==> config.mk <==
export PLATFORM = sky130hd
export DESIGN_NAME = linefill_buffer_cwf
export DESIGN_NICKNAME = d
export VERILOG_FILES = /design/src/rtl/linefill_buffer_cwf.sv
export SDC_FILE = /design/constraint.sdc
export NUM_CORES = 1
export LEC_CHECK = 0
export CORE_ASPECT_RATIO = 1.75
export CORE_MARGIN = 8
export CORE_UTILIZATION = 42
export CTS_CLUSTER_DIAMETER = 50
export DETAILED_ROUTE_END_ITERATION = 8
export GPL_TIMING_DRIVEN = 0
export PLACE_DENSITY = 0.88
export SLEW_MARGIN = 20
export SYNTH_ARGS = -nofsm -noshare
export SYNTH_HDL_FRONTEND = slang
export SYNTH_SLANG_ARGS = --single-unit
export TNS_END_PERCENT = 1
==> constraint.sdc <==
create_clock -name Clk -period 11.9 [get_ports Clk]
set_clock_uncertainty 0.2 [all_clocks]
set_input_delay 2.38 -clock Clk [delete_from_list [all_inputs] [get_ports Clk]]
set_output_delay 2.38 -clock Clk [all_outputs]
set_load 0.01 [all_outputs]
==> src/rtl/linefill_buffer_cwf.sv <==
// ---------------------------------------------------------------------------
// linefill_buffer_cwf
//
// Cache line-fill buffer between the data cache controller and the cache-side
// AXI master. An accepted miss request launches one burst read. The beats are
// assembled into a full line of WORDS_PER_LINE words. The requested (critical)
// word is reported as soon as it arrives.
//
// WRAP_MODE=1 : the burst starts at the requested word and wraps around the
//               line, so the critical word is always the first beat.
// WRAP_MODE=0 : the burst starts at the line base address.
//
// An in-flight fill can be aborted. The burst already launched on the bus
// must still be consumed, so its remaining beats are drained and discarded.
//
// Ports:
//   Clk, Rst           clock, asynchronous active-high reset
//   Enable, Address    fill request and miss byte address (sampled in IDLE)
//   Abort              cancel the current fill (START/FILL only)
//   RequestAttended    beat valid from the AXI master, with Data
//   AXIStartRead       one-cycle burst start strobe, with AXIAddr
//   BaseAddress        line-aligned address of the current/last line
//   Line, WordValid    assembled line and per-word written flags
//   CriticalWord       word at the requested offset
//   FirstDataAcquired  one-cycle pulse after the critical word is written
//   LineReadCompleted  one-cycle pulse after the last beat is written
//   Busy               high in any state other than IDLE
// ---------------------------------------------------------------------------
module linefill_buffer_cwf #(
  parameter int DATA_WIDTH     = 32,
  parameter int ADDR_WIDTH     = 32,
  parameter int WORDS_PER_LINE = 8,
  parameter int WRAP_MODE      = 1
) (
  input  logic                                 Clk,
  input  logic                                 Rst,
  input  logic                                 Enable,
  input  logic [ADDR_WIDTH-1:0]                Address,
  input  logic                                 Abort,
  input  logic                                 RequestAttended,
  input  logic [DATA_WIDTH-1:0]                Data,
  output logic                                 AXIStartRead,
  output logic [ADDR_WIDTH-1:0]                AXIAddr,
  output logic [ADDR_WIDTH-1:0]                BaseAddress,
  output logic [DATA_WIDTH*WORDS_PER_LINE-1:0] Line,
  output logic [WORDS_PER_LINE-1:0]            WordValid,
  output logic [DATA_WIDTH-1:0]                CriticalWord,
  output logic                                 FirstDataAcquired,
  output logic                                 LineReadCompleted,
  output logic                                 Busy
);

  // Byte-offset bits within a word, and word-index bits within a line.
  localparam int BW = $clog2(DATA_WIDTH / 8);
  localparam int IW = $clog2(WORDS_PER_LINE);
  localparam int LW = DATA_WIDTH * WORDS_PER_LINE;

  // Masks that clear the byte offset (word aligned) or the whole line offset.
  // Built with shifts so that BW=0 (byte-wide words) still works.
  localparam logic [ADDR_WIDTH-1:0] WORD_MASK =
    ~((ADDR_WIDTH'(1) << BW) - ADDR_WIDTH'(1));
  localparam logic [ADDR_WIDTH-1:0] LINE_MASK =
    ~((ADDR_WIDTH'(1) << (BW + IW)) - ADDR_WIDTH'(1));

  localparam logic [IW-1:0] LAST_BEAT = IW'(WORDS_PER_LINE - 1);

  typedef enum logic [1:0] {
    ST_IDLE,
    ST_START,
    ST_FILL,
    ST_DRAIN
  } state_t;

  state_t                  state_q,      state_d;
  logic [ADDR_WIDTH-1:0]   base_addr_q,  base_addr_d;
  logic [ADDR_WIDTH-1:0]   axi_addr_q,   axi_addr_d;
  logic [IW-1:0]           offset_q,     offset_d;
  logic [IW-1:0]           index_q,      index_d;
  logic [IW-1:0]           count_q,      count_d;
  logic [LW-1:0]           line_q,       line_d;
  logic [WORDS_PER_LINE-1:0] word_valid_q, word_valid_d;
  logic [DATA_WIDTH-1:0]   critical_q,   critical_d;
  logic                    first_q,      first_d;
  logic                    done_q,       done_d;

  logic [IW-1:0]           req_offset;
  logic                    last_beat;

  assign req_offset = Address[BW +: IW];

  // The beat counter counts every beat of the burst, including beats
  // received before an abort, so the drain knows how many are still owed.
  assign last_beat = (count_q == LAST_BEAT);

  // Next-state and datapath logic. The two pulse outputs default to zero so
  // they can only ever last a single cycle.
  always_comb begin
    state_d      = state_q;
    base_addr_d  = base_addr_q;
    axi_addr_d   = axi_addr_q;
    offset_d     = offset_q;
    index_d      = index_q;
    count_d      = count_q;
    line_d       = line_q;
    word_valid_d = word_valid_q;
    critical_d   = critical_q;
    first_d      = 1'b0;
    done_d       = 1'b0;

    case (state_q)
      ST_IDLE: begin
        // Beats arriving while idle do not belong to any burst and are ignored.
        if (Enable) begin
          base_addr_d  = Address & LINE_MASK;
          axi_addr_d   = (WRAP_MODE != 0) ? (Address & WORD_MASK)
                                          : (Address & LINE_MASK);
          offset_d     = req_offset;
          word_valid_d = '0;
          state_d      = ST_START;
        end
      end

      ST_START: begin
        // Wrap bursts deliver the requested word first, so writing starts
        // at that slot; incrementing bursts start at slot 0.
        index_d = (WRAP_MODE != 0) ? offset_q : '0;
        count_d = '0;
        if (Abort) begin
          word_valid_d = '0;
          state_d      = ST_DRAIN;
        end else begin
          state_d      = ST_FILL;
        end
      end

      ST_FILL: begin
        if (Abort) begin
          // A beat arriving in the abort cycle is counted but discarded.
          // If it was the last beat, nothing remains to drain.
          word_valid_d = '0;
          if (RequestAttended) begin
            count_d = count_q + 1'b1;
            state_d = last_beat ? ST_IDLE : ST_DRAIN;
          end else begin
            state_d = ST_DRAIN;
          end
        end else if (RequestAttended) begin
          for (int w = 0; w < WORDS_PER_LINE; w++) begin
            if (index_q == IW'(w)) begin
              line_d[w*DATA_WIDTH +: DATA_WIDTH] = Data;
            end
          end
          word_valid_d[index_q] = 1'b1;
          if (index_q == offset_q) begin
            critical_d = Data;
            first_d    = 1'b1;
          end
          // The index is exactly IW bits wide, so it wraps modulo the line size.
          index_d = index_q + 1'b1;
          count_d = count_q + 1'b1;
          if (last_beat) begin
            done_d  = 1'b1;
            state_d = ST_IDLE;
          end
        end
      end

      ST_DRAIN: begin
        // Swallow the rest of the aborted burst without touching the line.
        if (RequestAttended) begin
          count_d = count_q + 1'b1;
          if (last_beat) begin
            state_d = ST_IDLE;
          end
        end
      end

      default: begin
        state_d = ST_IDLE;
      end
    endcase
  end

  // State register. Reset discards any fill in progress immediately.
  always_ff @(posedge Clk or posedge Rst) begin
    if (Rst) begin
      state_q      <= ST_IDLE;
      base_addr_q  <= '0;
      axi_addr_q   <= '0;
      offset_q     <= '0;
      index_q      <= '0;
      count_q      <= '0;
      line_q       <= '0;
      word_valid_q <= '0;
      critical_q   <= '0;
      first_q      <= 1'b0;
      done_q       <= 1'b0;
    end else begin
      state_q      <= state_d;
      base_addr_q  <= base_addr_d;
      axi_addr_q   <= axi_addr_d;
      offset_q     <= offset_d;
      index_q      <= index_d;
      count_q      <= count_d;
      line_q       <= line_d;
      word_valid_q <= word_valid_d;
      critical_q   <= critical_d;
      first_q      <= first_d;
      done_q       <= done_d;
    end
  end

  assign AXIStartRead      = (state_q == ST_START);
  assign Busy              = (state_q != ST_IDLE);
  assign AXIAddr           = axi_addr_q;
  assign BaseAddress       = base_addr_q;
  assign Line              = line_q;
  assign WordValid         = word_valid_q;
  assign CriticalWord      = critical_q;
  assign FirstDataAcquired = first_q;
  assign LineReadCompleted = done_q;

endmodule
After elaboration in Yosys (flattened, before gate mapping)
Index checks and enable logic that the tools add are counted.
- register bits: 366
- bits of input ports: 69
- output and inout bits: 364
- logic and storage cells: 91
- add/subtract/negate cells: 2
- $lt $le $gt $ge: 2
- eq/ne operators: 18
- mux-type cells: 28
- bitwise operators: 2
- reduce and logical (&&, ||, !) cells: 21
- operators with widths (operator ; number):
    $reduce_and A4 Y1 ; 10
    $mux W8 ; 4
    $pmux W8 S3 ; 1
    $eq A3 B3 Y1 const B ; 5
    $mux W2 ; 6
    $pmux W3 S2 ; 2
    $mux W1 ; 10
    $mux W3 ; 3
    $ne A2 B2 Y1 const B ; 4
    $or A8 B8 Y8 ; 1
    $pmux W2 S4 ; 1
    $add A3 B1 Y3 const B ; 2
    $eq A3 B2 Y1 const B ; 2
    $reduce_bool A2 Y1 ; 3
    $eq A2 B2 Y1 const B ; 2
    $lt A3 B4 Y1 const B ; 1
    $reduce_and A2 Y1 ; 2
    $demux W1 S3 ; 1
    $eq A3 B1 Y1 const B ; 1
    $eq A3 B3 Y1 ; 1
    $ge A3 B1 Y1 const B ; 1
    $logic_not A3 Y1 ; 1
    $ne A3 B3 Y1 const B ; 1
    $reduce_and A3 Y1 ; 1
    7 further kinds ; 7

Depth between registers and ports, before layout
- word-level depth: 8
- gate-level depth with buffers: 6
- depth with buffers taken out: 5

Least setup slack after synthesis
Ideal clock, no wire load.
- path kind: in2reg
- start: input port Abort
- end: register line_q[143] (netlist: Line[143])
- setup time: 125 ps
- arrival: 3607 ps
- required time: 11575 ps
- setup slack: 7968 ps
- stages on the path: 6
- path buffers: 3
- cells stage by stage: buf_2 nor3b_4 and3_1 clkbuf_2 buf_6 mux2_2
- longest elaborated chain between the ends: 2
- RTL lines (element ; line ; RTL):
    start, declared ; 39 ; input logic Abort,
    $not A1 Y1 (no source line) ; n/a ;
    $reduce_and A4 Y1 (no source line) ; n/a ;
    end signal, assigned ; 205 ; line_q <= line_d;
    end, declared ; 80 ; logic [LW-1:0] line_q, line_d;
Every way passes these cells.
A chain may end at the register's enable or synchronous reset.

Worst setup path after layout
- start: register state_q[1]
- end: output port Busy
- longest elaborated chain between the ends: 1
- RTL lines (element ; line ; RTL):
    start, declared ; 74 ; state_t state_q, state_d;
    start signal, assigned ; 199 ; state_q <= state_d;
    $reduce_bool A2 Y1 ; 214 ; assign Busy = (state_q != ST_IDLE);
    end, declared ; 50 ; output logic Busy
Every way passes these cells.

==> reports/qor.csv <==
metric;value;unit
status;complete, no violations;
rr_worst_depth;5;
p_leak;0.008978;uW
clkSinkCount;336;
synthArstFlopShare;100.0;%
peakVddDrop;0.0001673;V
min_to;Line[138];
cts_buffers;30;
grt_pass1_wl;59840;microns
period_needed;4.643;ns
core-area;31310;sq um
cts_root_buf;clkbuf_16;
max_slew_margin;47.50;%
drt_iter0_drc;231;
holdPathStages;1;
gr-total-overflow;0;
crit_type;reg2out;
drt_wl_total;39730;microns
synth-edff-count;0;
io_buffers;421;
hold_viol;0;
cp_max_fo;10;
timing.rr.start;index_q[1];
maxCapViolCount;0;
clk_path_buf_depth;3;
cts-hold-fix-buffers;0;
synth_cell_types;35;
wl_per_cell;23.17;microns
critPathRequiredTime;9.32;ns
power_per_cell_area;253.3;nW/um^2
drc;0;
diodes;0;
grt_util_met1;22.41;%
r2r_setup_slack;9.62;ns
start_util;42.26;%
cts_resized;0;
tightest_slew;0.7656;ns
worstHoldPathType;reg2reg;
clk_pin_slew_worst_paths;0.07;ns
vias_per_cell;5.041;
die_y;250.8;microns
synth.ff_latch_count;336;
dpl_cell_area;18050;sq um
grt_start_max_net_pins;103;
startpoint_type;register;
yosysTopAreaCell;dfrtp_1;
multiInputGateArea;4249;sq um
post_cts_buffers;0;
yosys-top-cells-area;dfrtp_1 64%, mux2_2 27%, buf_4 2.0%, buf_6 1.0%, ha_1 0.85%;
grtUsageTotal;20.85;%
layout.nets;1373;
die_w;150.2;microns
gr-max-usage-layer;met2;
crit-reg2reg-capture;Line[52];
syn_inst;833;
clock_latency;0.56;ns
vias;8646;
grt_antenna_before_repair;0;
total_power;4846;uW
drive_gt1_share;33.51;%
drt_pre_antenna_iters;4;
seqCellArea;8408;sq um
antenna_left;0;
min_period_over_period;39.02;%
use_met3;3.871;%
grt_pass1_vias;9609;
cts_tree;done;
row_count;86;
dp_hpwl;29270;microns
setup_violations;0;
yosysSeqAreaShare;63.55;%
fin_area;19130;sq um
drv_slew;0;
min_from;Line[138];
crit_path_start;state_q[1];
ios;433;
use_met2;37.98;%
synth.top_cell.area_share;63.55;%
fmax;215.4;MHz
syn_area;13230;sq um
cts_max_level;1;
ys.flop_type;dfrtp_1;
synthToLayoutAreaGrowth;44.56;%
yosys_warnings;0;
end_kind;output pin;
gp_congestion;0.8211;
worstPathArrival;2.06;ns
die_area;37660;sq um
rsz0062_at_grt;no;
syn_area_per_cell;15.88;sq um
nFillCells;2332;
==> synthesized netlist by cell type (all sizes together), types with 2 or more instances <==
library cell and n:
nor2 5, o221ai 8, nand2 9, nand3b 2, buf 69, nor2b 4, dfrtp 336, mux2 319
nand2b 2, and3 3, o21ai 4, mux2i 3, inv 16, ha 9, clkbuf 6, a21oi 12
nand3 4, xnor2 5, and2 4, o2111ai 2
==> metal layers <==
metal | up-vias | routed length [microns]
met2 | 301 | 21380
met3 | 93 | 2137
met1 | 4439 | 14190
met4 | 0 | 2016
met5 | - | 0
li1 | 3813 | -
==> through the flow <==
step / cells / utilization, % / hold WS [ns] / setup TNS (ns) / setup slack, ns
floorplan: 839 / - / 0.2746 / 0 / 0.01010
global placement: 1656 / 57.37 / 0.2694 / -1193.54 / -3.574
detailed placement: 1659 / 57.66 / 0.2762 / 0 / 7.525
CTS: 1715 / 61.08 / 0.2909 / 0 / 7.225
global route: 1715 / 61.08 / 0.3050 / 0 / 7.094
finish: 1715 / 61.08 / 0.2874 / 0 / 7.257
==> layout by cell type (no fill, tap or decap), types with 5 or more instances in the layout <==
cell type,netlist,routed
a21oi_1,12,12
buf_2,21,21
buf_4,36,36
buf_6,12,12
bufinv_16,0,6
clkbuf_1,3,8
clkbuf_16,0,30
clkdlybuf4s50_1,0,421
clkinv_2,0,9
conb_1,1,7
dfrtp_1,336,336
ha_1,9,9
inv_1,16,15
mux2_1,7,7
mux2_2,312,312
nand2_1,9,9
nor2_1,5,5
o221ai_1,8,8
xnor2_1,5,5
==> worst max-delay path, cell delays in order (launching register included) <==
cell and delay, ns:
dfrtp_1 0.40, buf_2 0.19, nor2_1 0.33, inv_1 0.08, clkdlybuf4s50_1 0.50
==> registers in the layout, indices dropped and copies added, names as in the netlist <==
name               count
offset_q               2
AXIAddr               28
state_q                2
LineReadCompleted      1
FirstDataAcquired      1
Line                 256
count_q                3
index_q                3
CriticalWord          32
WordValid              8
==> final cells by class <==
type | count | share of cell area (%)
flip-flops and latches | 336 | 43.96
repair buffers | 424 | 22.46
multi-input cells | 412 | 22.21
clock buffers | 39 | 4.311
plain buffers | 75 | 2.806
well taps | 396 | 2.590
clock inverters | 17 | 1.302
inverters | 16 | 0.3532
==> where the power goes <==
part	leakage, uW	internal [uW]	switching, uW
Sequential	0.00452	1580	265
Combinational	0.00393	1200	755
Clock	0.000531	619	428
==> cells by family after synthesis <==
logic type	after synthesis	share of synthesized area, %
flip-flops	336	63.55
multiplexers	322	27.38
buffers and inverters	91	4.511
AND/OR/NAND/NOR	38	1.759
AO/OA/AOI/OAI	31	1.598
adder cells (fa/ha/maj)	9	0.8511
XOR/XNOR	5	0.3310
other	1	0.02834
==> how the worst max path moves through the flow <==
stage	slack, ns	end
floorplan	0.01	AXIAddr[10]
global placement	-3.57	CriticalWord[1]
detailed placement	7.52	Line[250]
CTS	7.23	Busy
global route	7.09	Busy
finish	7.26	Busy
No activity file was read; power rests on OpenSTA's default activity.
